==> src/rtl/alu_operand_arbiter_pkg.sv <==
// rtl/alu_operand_arbiter_pkg.sv - shared constants, state encoding and helpers for the operand arbiter
//
// Purpose: requester count, select width, FSM encoding, reset-pointer
// sanitising and one-hot helper shared by the arbiter, its interface and
// its priority picker.
// Ports: none (package).
package alu_operand_arbiter_pkg;

  localparam int N_REQ   = 8;
  localparam int SEL_W   = 3;
  localparam int PTR_MAX = N_REQ - 1;

  typedef enum logic {
    IDLE = 1'b0,
    HOLD = 1'b1
  } state_t;

  // An out-of-range PTR_INIT falls back to requester 0 rather than
  // silently truncating to some other index.
  function automatic logic [SEL_W-1:0] ptr_reset_value(input int ptr_init);
    logic [31:0] raw;
    raw = ptr_init;
    if (ptr_init < 0 || ptr_init > PTR_MAX) return '0;
    return raw[SEL_W-1:0];
  endfunction

  function automatic logic [N_REQ-1:0] onehot(input logic [SEL_W-1:0] idx);
    logic [N_REQ-1:0] one;
    one = {{(N_REQ-1){1'b0}}, 1'b1};
    return one << idx;
  endfunction

endpackage

==> src/rtl/alu_operand_arbiter_if.sv <==
// rtl/alu_operand_arbiter_if.sv - requester/ALU side bundle of the operand arbiter
//
// Purpose: groups the eight request lines and data words, the grant and
// select outputs, and the Y valid/ready handshake toward the ALU.
// Ports (signals):
//   Req[7:0]      requester i has a word on Di
//   D0..D7        requester data words, WIDTH bits each
//   Gnt[7:0]      one-hot capture pulse
//   Sel[2:0]      index of the word held in Y
//   Y             registered operand
//   YValid/YReady ALU handshake
//   Busy          status copy of YValid
// Modports: master = requesters + ALU side, slave = arbiter.
interface alu_operand_arbiter_if #(parameter int WIDTH = 32);
  import alu_operand_arbiter_pkg::*;

  logic [N_REQ-1:0] Req;
  logic [WIDTH-1:0] D0, D1, D2, D3, D4, D5, D6, D7;
  logic [N_REQ-1:0] Gnt;
  logic [SEL_W-1:0] Sel;
  logic [WIDTH-1:0] Y;
  logic             YValid;
  logic             YReady;
  logic             Busy;

  modport master (
    output Req, D0, D1, D2, D3, D4, D5, D6, D7, YReady,
    input  Gnt, Sel, Y, YValid, Busy
  );

  modport slave (
    input  Req, D0, D1, D2, D3, D4, D5, D6, D7, YReady,
    output Gnt, Sel, Y, YValid, Busy
  );

endinterface

==> src/rtl/alu_operand_arbiter_rr_priority_pick.sv <==
// rtl/alu_operand_arbiter_rr_priority_pick.sv - combinational round-robin winner search
//
// Purpose: returns the first requester with req set, scanning from ptr
// upward modulo N_REQ.
// Ports:
//   req[7:0]     request vector
//   ptr[2:0]     highest-priority index this cycle
//   winner[2:0]  selected index (ptr when nothing is requesting)
//   any_req      at least one request is pending
module rr_priority_pick
  import alu_operand_arbiter_pkg::*;
(
  input  logic [N_REQ-1:0] req,
  input  logic [SEL_W-1:0] ptr,
  output logic [SEL_W-1:0] winner,
  output logic             any_req
);

  logic [SEL_W-1:0] idx;

  // Scanning from the farthest offset down to offset 0 lets the last hit,
  // i.e. the one closest to ptr, win without a separate found flag.
  always_comb begin
    winner  = ptr;
    any_req = 1'b0;
    idx     = '0;
    for (int k = N_REQ - 1; k >= 0; k--) begin
      idx = ptr + SEL_W'(k);
      if (req[idx]) begin
        winner  = idx;
        any_req = 1'b1;
      end
    end
  end

endmodule

==> src/rtl/word_mux8.sv <==
// rtl/word_mux8.sv - 8:1 word multiplexer shared by the operand sources
//
// Purpose: selects one of eight WIDTH-bit words.
// Ports:
//   d0..d7    input words
//   sel[2:0]  select index
//   y         selected word
module word_mux8 #(
  parameter int WIDTH = 32
) (
  input  logic [WIDTH-1:0] d0,
  input  logic [WIDTH-1:0] d1,
  input  logic [WIDTH-1:0] d2,
  input  logic [WIDTH-1:0] d3,
  input  logic [WIDTH-1:0] d4,
  input  logic [WIDTH-1:0] d5,
  input  logic [WIDTH-1:0] d6,
  input  logic [WIDTH-1:0] d7,
  input  logic [2:0]       sel,
  output logic [WIDTH-1:0] y
);

  always_comb begin
    y = d0;
    case (sel)
      3'd0: y = d0;
      3'd1: y = d1;
      3'd2: y = d2;
      3'd3: y = d3;
      3'd4: y = d4;
      3'd5: y = d5;
      3'd6: y = d6;
      3'd7: y = d7;
      default: y = d0;
    endcase
  end

endmodule

==> src/rtl/alu_operand_arbiter.sv <==
// rtl/alu_operand_arbiter.sv - round-robin owner of the shared ALU operand mux
//
// Purpose: picks one of eight requesters per transaction, captures its
// word into Y and offers it to the ALU with a valid/ready handshake.
// Ports:
//   clk    rising-edge clock
//   reset  synchronous active-high reset
//   bus    alu_operand_arbiter_if.slave (Req, D0..D7, Gnt, Sel, Y,
//          YValid, YReady, Busy)
// Parameters: WIDTH data width, PTR_INIT round-robin pointer after reset.
module alu_operand_arbiter
  import alu_operand_arbiter_pkg::*;
#(
  parameter int WIDTH    = 32,
  parameter int PTR_INIT = 0
) (
  input logic                 clk,
  input logic                 reset,
  alu_operand_arbiter_if.slave bus
);

  localparam logic [SEL_W-1:0] PTR_RST = ptr_reset_value(PTR_INIT);

  state_t           state;
  logic [SEL_W-1:0] ptr;
  logic [SEL_W-1:0] winner;
  logic [SEL_W-1:0] sel_q;
  logic [N_REQ-1:0] gnt_q;
  logic [WIDTH-1:0] y_q;
  logic [WIDTH-1:0] mux_y;
  logic             any_req;
  logic             capture;

  rr_priority_pick u_pick (
    .req     (bus.Req),
    .ptr     (ptr),
    .winner  (winner),
    .any_req (any_req)
  );

  word_mux8 #(.WIDTH(WIDTH)) u_mux (
    .d0  (bus.D0),
    .d1  (bus.D1),
    .d2  (bus.D2),
    .d3  (bus.D3),
    .d4  (bus.D4),
    .d5  (bus.D5),
    .d6  (bus.D6),
    .d7  (bus.D7),
    .sel (winner),
    .y   (mux_y)
  );

  // A new word may be taken when Y is empty or being consumed this cycle;
  // the latter gives back-to-back captures with YReady held high.
  assign capture = ((state == IDLE) || bus.YReady) && any_req;

  always_ff @(posedge clk) begin
    if (reset) begin
      state <= IDLE;
      ptr   <= PTR_RST;
      sel_q <= '0;
      gnt_q <= '0;
      y_q   <= '0;
    end else begin
      gnt_q <= '0;
      if (capture) begin
        state <= HOLD;
        y_q   <= mux_y;
        sel_q <= winner;
        gnt_q <= onehot(winner);
        ptr   <= winner + 3'd1;
      end else if (state == HOLD && bus.YReady) begin
        state <= IDLE;
      end
    end
  end

  assign bus.Gnt    = gnt_q;
  assign bus.Sel    = sel_q;
  assign bus.Y      = y_q;
  assign bus.YValid = (state == HOLD);
  assign bus.Busy   = (state == HOLD);

endmodule

==> src/flat_wrapper.sv <==
// flat-port wrapper written by rule: the top's interface ports become plain ports
module alu_operand_arbiter_flat import alu_operand_arbiter_pkg::*;
#(
  parameter int WIDTH    = 32,
  parameter int PTR_INIT = 0
)
  (clk, reset, bus_Req, bus_D0, bus_D1, bus_D2, bus_D3, bus_D4, bus_D5, bus_D6, bus_D7, bus_YReady, bus_Gnt, bus_Sel, bus_Y, bus_YValid, bus_Busy);
  alu_operand_arbiter_if #(.WIDTH(WIDTH)) bus_i ();
  input logic clk;
  input logic reset;
  input wire logic [$bits(bus_i.Req)-1:0] bus_Req;
  input wire logic [$bits(bus_i.D0)-1:0] bus_D0;
  input wire logic [$bits(bus_i.D1)-1:0] bus_D1;
  input wire logic [$bits(bus_i.D2)-1:0] bus_D2;
  input wire logic [$bits(bus_i.D3)-1:0] bus_D3;
  input wire logic [$bits(bus_i.D4)-1:0] bus_D4;
  input wire logic [$bits(bus_i.D5)-1:0] bus_D5;
  input wire logic [$bits(bus_i.D6)-1:0] bus_D6;
  input wire logic [$bits(bus_i.D7)-1:0] bus_D7;
  input wire logic [$bits(bus_i.YReady)-1:0] bus_YReady;
  output wire logic [$bits(bus_i.Gnt)-1:0] bus_Gnt;
  output wire logic [$bits(bus_i.Sel)-1:0] bus_Sel;
  output wire logic [$bits(bus_i.Y)-1:0] bus_Y;
  output wire logic [$bits(bus_i.YValid)-1:0] bus_YValid;
  output wire logic [$bits(bus_i.Busy)-1:0] bus_Busy;
  assign bus_i.Req = bus_Req;
  assign bus_i.D0 = bus_D0;
  assign bus_i.D1 = bus_D1;
  assign bus_i.D2 = bus_D2;
  assign bus_i.D3 = bus_D3;
  assign bus_i.D4 = bus_D4;
  assign bus_i.D5 = bus_D5;
  assign bus_i.D6 = bus_D6;
  assign bus_i.D7 = bus_D7;
  assign bus_i.YReady = bus_YReady;
  assign bus_Gnt = bus_i.Gnt;
  assign bus_Sel = bus_i.Sel;
  assign bus_Y = bus_i.Y;
  assign bus_YValid = bus_i.YValid;
  assign bus_Busy = bus_i.Busy;
  alu_operand_arbiter #(.WIDTH(WIDTH), .PTR_INIT(PTR_INIT)) u_core (.clk(clk), .reset(reset), .bus(bus_i));
endmodule
==> config.mk <==
export PLATFORM = sky130hd
export DESIGN_NAME = alu_operand_arbiter_flat
export DESIGN_NICKNAME = d
export VERILOG_FILES = /design/src/rtl/alu_operand_arbiter_pkg.sv /design/src/rtl/alu_operand_arbiter_if.sv /design/src/rtl/alu_operand_arbiter_rr_priority_pick.sv /design/src/rtl/word_mux8.sv /design/src/rtl/alu_operand_arbiter.sv /design/src/flat_wrapper.sv
export SDC_FILE = /design/constraint.sdc
export NUM_CORES = 1
export LEC_CHECK = 0
export CAP_MARGIN = 20
export CORE_ASPECT_RATIO = 0.6
export CORE_MARGIN = 2
export CORE_UTILIZATION = 39
export CTS_CLUSTER_DIAMETER = 100
export CTS_CLUSTER_SIZE = 16
export DETAILED_ROUTE_END_ITERATION = 10
export PLACE_DENSITY = 0.84
export SETUP_SLACK_MARGIN = 0.1
export SKIP_CTS_REPAIR_TIMING = 1
export SYNTH_ARGS = -nofsm -noshare
export SYNTH_HDL_FRONTEND = slang
export SYNTH_SLANG_ARGS = --single-unit
==> constraint.sdc <==
create_clock -name clk -period 5.3 [get_ports clk]
set_clock_uncertainty 0.15 [all_clocks]
set_input_delay 1.06 -clock clk [delete_from_list [all_inputs] [get_ports clk]]
set_output_delay 1.06 -clock clk [all_outputs]
set_load 0.01 [all_outputs]
==> Word level (Yosys, flattened, before mapping) <==
Cells that the tools add are included.
{ "word_totals": {"out_inout_bits": 45, "inputBits": 267, "mem_bits_ro": 0, "register_bits": 47, "mem_count": 0, "wordCells": 72, "latchBits": 0, "mem_bits_rw": 0} }
{ "op_classes": {"div_mod_pow": 0, "reduce_logical": 6, "shift": 1, "eq_ne": 7, "add_sub_neg": 8, "n_bitwise": 2, "mux": 35, "multipliers": 0, "magnitude_cmp": 8} }
{ "ops": {"columns": ["op", "count"], "rows": [
  ["$pmux W32 S8", 1],
  ["$lt A3 B4 Y1 const B", 8],
  ["$bmux W1 S3", 8],
  ["$mux W3", 8],
  ["$mux W1", 18],
  ["$add A3 B3 Y3 const B", 4],
  ["$eq A3 B3 Y1 const B", 4],
  ["$shl A1 B3 Y8 const A", 1],
  ["$add A3 B1 Y3 const B", 2],
  ["$add A3 B2 Y3 const B", 2],
  ["$eq A3 B2 Y1 const B", 2],
  ["$eq A3 B1 Y1 const B", 1],
  ["$logic_not A3 Y1", 1],
  ["$logic_and A1 B1 Y1", 2],
  ["$not A1 Y1", 2],
  ["$reduce_bool A2 Y1", 1],
  ["$reduce_or A2 Y1", 1],
  ["$logic_or A1 B1 Y1", 1]
]} }

==> Longest topological paths before layout <==
{ "logic_depth": {"ltp_word": 14, "mapped_depth": 21, "mapped_depth_nobuf": 14} }

==> By module <==
Synthesis repeated with hierarchy kept, for this count alone.
{ "unflattened": {"cells_unflattened": 611, "hier_area_um2": 4916.0} }
{ "by_module_without_submodules": {"columns": ["module", "cells_each", "seq_area_each_um2", "n_inst", "area_each_um2"], "rows": [
  ["word_mux8", 306, 0.0, 1, 2244.7],
  ["alu_operand_arbiter", 203, 940.9, 1, 1780.5],
  ["rr_priority_pick", 102, 0.0, 1, 890.9]
]} }

==> Least setup slack after synthesis <==
Ideal clock, no wire load.
{ "synth_timing": {"kind": "register to register", "startpoint": "register u_core.ptr[1]", "endpoint": "register u_core.y_q[1] (netlist: u_core.bus.Y[1])", "arrival_time_ns": 4.373, "setup_slack_ns": 0.631, "required_time_ns": 5.004, "setup_ns": 0.146, "path_stages_with_launch": 20, "synth_period_minus_slack_ns": 4.669, "path_buffers": 5, "path_cell_list": "dfxtp_1 > buf_2 > buf_2 > inv_1 > ha_1 > buf_6 > mux2_2 > mux4_2 > nor3_2 > a211oi_1 > a31oi_2 > and2_0 > inv_1 > ha_1 > clkbuf_1 > clkbuf_1 > nand2_1 > mux2i_1 > a2111oi_0 > a221oi_2"} }
{ "synth_via": {"elab_chain_len": 13, "word_cells_on_any_way": 49, "classes_between": "add/sub: 7; eq/ne: 7; mux: 33; reduce/logical: 2"} }
{ "synth_lines": {"columns": ["item", "line_no", "rtl"], "rows": [
  ["from (decl)", "alu_operand_arbiter.sv:25", "logic [SEL_W-1:0] ptr;"],
  ["from (signal assigned)", "alu_operand_arbiter.sv:72", "ptr <= winner + 3'd1;"],
  ["$add A3 B3 Y3", "alu_operand_arbiter_rr_priority_pick.sv:28", "idx = ptr + SEL_W'(k);"],
  ["$bmux W1 S3", "alu_operand_arbiter_rr_priority_pick.sv:29", "if (req[idx]) begin"],
  ["$mux W1 (implied by the code)", "alu_operand_arbiter_rr_priority_pick.sv:29", null],
  ["$mux W3 (7 in series)", "alu_operand_arbiter_rr_priority_pick.sv:29", null],
  ["$mux W3 (*)", "alu_operand_arbiter_rr_priority_pick.sv:29", null],
  ["net u_core.u_mux.sel[1]", "word_mux8.sv:19", "input logic [2:0] sel,"],
  ["$eq A3 B3 Y1 (tied with other cells)", "word_mux8.sv:25", "case (sel)"],
  ["$pmux W32 S8 (*)", "word_mux8.sv:25", null],
  ["to (signal assigned)", "alu_operand_arbiter.sv:69", "y_q <= mux_y;"],
  ["to (decl)", "alu_operand_arbiter.sv:29", "logic [WIDTH-1:0] y_q;"]
]} }
Mark *: on every way through the listed nets, which the timed path passes. The rest lies on a longest branch. The select of a mux whose other input is x is not followed.
A chain may end at the register's enable or synchronous reset.

==> Final worst setup path <==
{ "layout_timing": {"startpoint": "input port bus_Req[6]", "endpoint": "register u_core.y_q[10] (netlist: u_core.bus.Y[10])"} }
{ "layout_via": {"elab_chain_len": 12, "word_cells_on_any_way": 42, "classes_between": "eq/ne: 7; mux: 33; reduce/logical: 2"} }
{ "layout_lines": {"columns": ["item", "line_no", "rtl"], "rows": [
  ["from (decl)", "flat_wrapper.sv:11", "input wire logic [$bits(bus_i.Req)-1:0] bus_Req;"],
  ["$bmux W1 S3", "alu_operand_arbiter_rr_priority_pick.sv:29", null],
  ["$mux W1 (implied by the code)", "alu_operand_arbiter_rr_priority_pick.sv:29", null],
  ["$mux W3 (7 in series)", "alu_operand_arbiter_rr_priority_pick.sv:29", null],
  ["$mux W3 (*)", "alu_operand_arbiter_rr_priority_pick.sv:29", null],
  ["net u_core.u_mux.sel[1]", "word_mux8.sv:19", null],
  ["$eq A3 B3 Y1 (tied with other cells)", "word_mux8.sv:25", null],
  ["$pmux W32 S8 (*)", "word_mux8.sv:25", null]
]} }
Marks and branches as above.

==> run_results.csv <==
group,metric,value,unit
status,run_status,"completed",
timing,highest_achievable_clock_rate,199,MHz
yosys,synth_area_leaders,"sky130_fd_sc_hd__dfxtp_1 18%, sky130_fd_sc_hd__mux2i_1 14%, sky130_fd_sc_hd__a221oi_2 8.8%, sky130_fd_sc_hd__nand2_1 8.0%, sky130_fd_sc_hd__mux4_2 6.1%",
grt,grt.total_usage,31.4,%
yosys,synth_edf_count,0,
pwr,pwr-share-clk,5.2,%
critical_path,critical_path.slowest_cell,"sky130_fd_sc_hd__a2111oi_0",
yosys,synth.yosys.warnings,0,
yosys,synth_flop_cell,"sky130_fd_sc_hd__dfxtp_1",
routing,routedWlPerCell,21.5,um
final_layout,drive_gt1_share,14.0,%
critical_path,crit_path_end_kind,"register",
yosys,synthArstFlopShare,0,%
yosys,synth_seq_area_share,18.3,%
final_layout,postLayoutCoreUtil,68.0,%
yosys,synth.cells.most_frequent,"109 x sky130_fd_sc_hd__nand2_1, 74 x sky130_fd_sc_hd__mux2i_1, 47 x sky130_fd_sc_hd__dfxtp_1, 39 x sky130_fd_sc_hd__clkbuf_1, 36 x sky130_fd_sc_hd__inv_1",
routing,routed_wl,23200,um
clock_network,tritoncts,"built",
die,top_level_ports,312,
die,placeableCoreArea,12900,um^2
yosys,synth_cell_type_count,53,
timing,period_needed,5.03,ns
grt,grt.overflow.total,0,
timing,rsz0062_at_grt,"no",
timing,report.final.hold_viol_count,0,
yosys,synth_seq_cells,47,
critical_path,worst-path-max-fanout,31,
grt,antenna_found_initial,0,
pwr,leakagePower,3.46,nW
place,gp_congestion,0.998,
clock_network,clock_latency,0.29,ns
final_layout,nNetsFinal,1180,
critical_path,critical-path-top-delay-family,"buffers and inverters",
clock_network,path_clk_slew,0.07,ns
clock_network,htree_num_levels,2,
yosys,yosysTopAreaCellShare,18.3,%
timing,slew_headroom,28.3,%
yosys,synth_nets,884,
routing,antenna_violating_nets_post_route,0,
clock_network,cts.sink_count,47,
critical_path,worst_r2r_startpoint,"u_core.ptr[1]$_SDFFE_PP0P_",
die,die_area,14200,um^2
clock_network,cts_root_buffer,"sky130_fd_sc_hd__clkbuf_16",
worst_hold_path,hold_path.startpoint,"u_core.bus.Sel[0]$_SDFFE_PP0P_",
critical_path,timing_worst_setup_path_type,"in -> reg",
critical_path,crit_path_frequent_cell,"sky130_fd_sc_hd__buf_4",
worst_hold_path,hold_depth,2,
routing,avgViaCountPerCell,5.74,
timing,setup-tns-final,0,ns
routing,post-route-drc-count,0,
grt,wire_length_of_the_first_global_routing_pass,34700,um
critical_path,critPathArrivalTime,5.05,ns
die,overall_die_width,152,um
final_layout,area_growth_syn_to_layout,69.9,%
yosys,yosys.cell_count.top_type,"sky130_fd_sc_hd__nand2_1",
critical_path,worst_path_largest_cell_delay,0.69,ns
timing,finalMaxSlewViolations,0,
place,place_hpwl,18300,um
timing,final_min_period_over_clock_period,94.9,%
pwr,ir_drop_worst_case_vdd,0.703,mV
critical_path,worstReg2RegEnd,"u_core.bus.Y[10]$_SDFFE_PP0P_",
clock_network,cts_inserted_buffers,5,
pwr,share_of_power_burned_in_combinational_logic,85.8,%
worst_hold_path,worst_min_path_class,"reg -> reg",
pwr,power.switching,3.40,mW
critical_path,cp.required,5.32,ns
die,die_y,92.9,um
worst_hold_path,hold_end,"u_core.bus.Sel[0]$_SDFFE_PP0P_",
final_layout,antenna-diode-count,0,
routing,first_iter_violations,409,
critical_path,critical_path.cell_chain,"clkdlybuf4s50_1, mux2_2, mux4_2, nor3_2, a211oi_1, a31oi_2, and2_0, inv_1, ha_2, buf_4, nand2_1, mux2i_1, a2111oi_0, buf_4, a221oi_2",
timing,worst-slew-pin-transition,1.07,ns
run,max_cap_violations,0,
critical_path,setup.reg_to_reg.worst_slack,0.36,ns
yosys,postSynthCellCount,611,
timing,timing.final.setup_violations,0,
yosys,netlist.top_cell.by_area,"sky130_fd_sc_hd__dfxtp_1",
critical_path,worst_setup_path_start_kind,"input pin",
pwr,power_frac_seq,9.1,%
routing,detailroute.via_count,6184,
critical_path,timing.critical_path.buf_inv,4,
yosys,post_synth.cell_area_avg,8.42,um^2
grt,maximum_number_of_pins_on_one_net_before_global_route_repair,54,
critical_path,r2r_worst_path_depth,16,
pwr,internal-power,3.18,mW
routing,first_pass_iters,6,
place,port-buffer-count,311,
yosys,synthesis.area,5140,um^2
die,initial_utilization,40.0,%
pwr,p_sw_share,51.7,%
final_layout,layout.filler_cells,1019,
die,rows,32,
pwr,cellPowerDensity,753,nW/um^2
clock_network,clock_tree.buffer_depth,2,
grt,grt_pass1_vias,6028,
## power by group through the flow
stage	sequential, mW	clock, mW	combinational, mW
2_1_floorplan	0.637	0	3.67
3_3_place_gp	0.598	0	5.54
3_5_place_dp	0.598	0	5.60
4_1_cts	0.594	0.345	5.62
5_1_grt	0.610	0.359	6.04
6_report	0.596	0.341	5.64
## tightest hold or removal path, cell delays in order (launching register included)
cell,delay (ns)
sky130_fd_sc_hd__dfxtp_1,0.31
sky130_fd_sc_hd__nor2_1,0.10
sky130_fd_sc_hd__nor3_1,0.05
## how the worst max path moves through the flow
stage	from	to	slack [ns]	cells past startpoint
final	bus_Req[6]	u_core.bus.Y[10]$_SDFFE_PP0P_	0.27	15
after global routing	u_core.ptr[0]$_SDFFE_PP0P_	u_core.bus.Y[10]$_SDFFE_PP0P_	0.12	17
after CTS	bus_Req[6]	u_core.bus.Y[10]$_SDFFE_PP0P_	0.35	15
after detailed placement	bus_Req[6]	u_core.bus.Y[10]$_SDFFE_PP0P_	0.04	15
after global placement	bus_Req[1]	u_core.bus.Y[10]$_SDFFE_PP0P_	0.11	15
after floorplan	u_core.ptr[1]$_SDFFE_PP0P_	u_core.bus.Y[1]$_SDFFE_PP0P_	0.63	19
## placed cells by master (no fill, tap or decap), types with 6 or more instances in the layout
master,instances
sky130_fd_sc_hd__clkdlybuf4s50_1,311
sky130_fd_sc_hd__nand2_1,109
sky130_fd_sc_hd__mux2i_1,74
sky130_fd_sc_hd__dfxtp_1,47
sky130_fd_sc_hd__buf_4,37
sky130_fd_sc_hd__inv_1,36
sky130_fd_sc_hd__a22o_1,33
sky130_fd_sc_hd__o21bai_1,32
sky130_fd_sc_hd__a221oi_2,30
sky130_fd_sc_hd__a2111oi_0,26
sky130_fd_sc_hd__nor2_1,17
sky130_fd_sc_hd__mux2_2,16
sky130_fd_sc_hd__mux4_2,14
sky130_fd_sc_hd__a22oi_1,13
sky130_fd_sc_hd__a211oi_1,12
sky130_fd_sc_hd__o21ai_0,7
sky130_fd_sc_hd__buf_12,6
## cell type report
class,instances,area [um^2],area share (%)
Tap cell,170,213,2.43
Multi-Input combinational cell,461,3770,43.2
Timing Repair Buffer,354,3510,40.2
Sequential cell,47,941,10.8
Inverter,38,143,1.63
Clock buffer,8,156,1.79
## metrics by stage
| step | worst slack, ns | cell area [um^2] | hold slack, ns | power (mW) | cells |
|---|---|---|---|---|---|
| after CTS | 0.350 | 8740 | 0.353 | 6.56 | 1078 |
| after global routing | 0.121 | 8740 | 0.369 | 7.01 | 1078 |
| after global placement | 0.109 | 8580 | 0.332 | 6.14 | 1070 |
| final | 0.270 | 8740 | 0.348 | 6.58 | 1078 |
| after floorplan | 0.631 | 5140 | 0.361 | 4.30 | 611 |
| after detailed placement | 0.0433 | 8580 | 0.340 | 6.20 | 1070 |
## sequential cells by signal, summed over array words and instances (netlist names)
signal           count
u_core.bus.Busy      1
u_core.bus.Sel       3
u_core.bus.Y        32
u_core.bus.Gnt       8
u_core.ptr           3
## per-layer routing
layer | up-vias | track usage, % | wire length, um
met5 | - | 0 | 0
met4 | 0 | 8.72 | 620
met3 | 40 | 8.33 | 2100
met2 | 353 | 47.3 | 10100
met1 | 2908 | 44.2 | 10400
li1 | 2883 | - | -
## kinds of logic after synthesis
logic type | after synthesis | synth area share [%]
xor gates and xnor gates | 2 | 0.341
AOI/OAI and AO/OA | 185 | 32.8
DFF | 47 | 18.3
muxes | 104 | 24.0
and+or+nand+nor | 164 | 13.8
buffers and inverters | 103 | 9.22
adders and majority gates | 6 | 1.46
No activity file was read; power rests on OpenSTA's default activity.
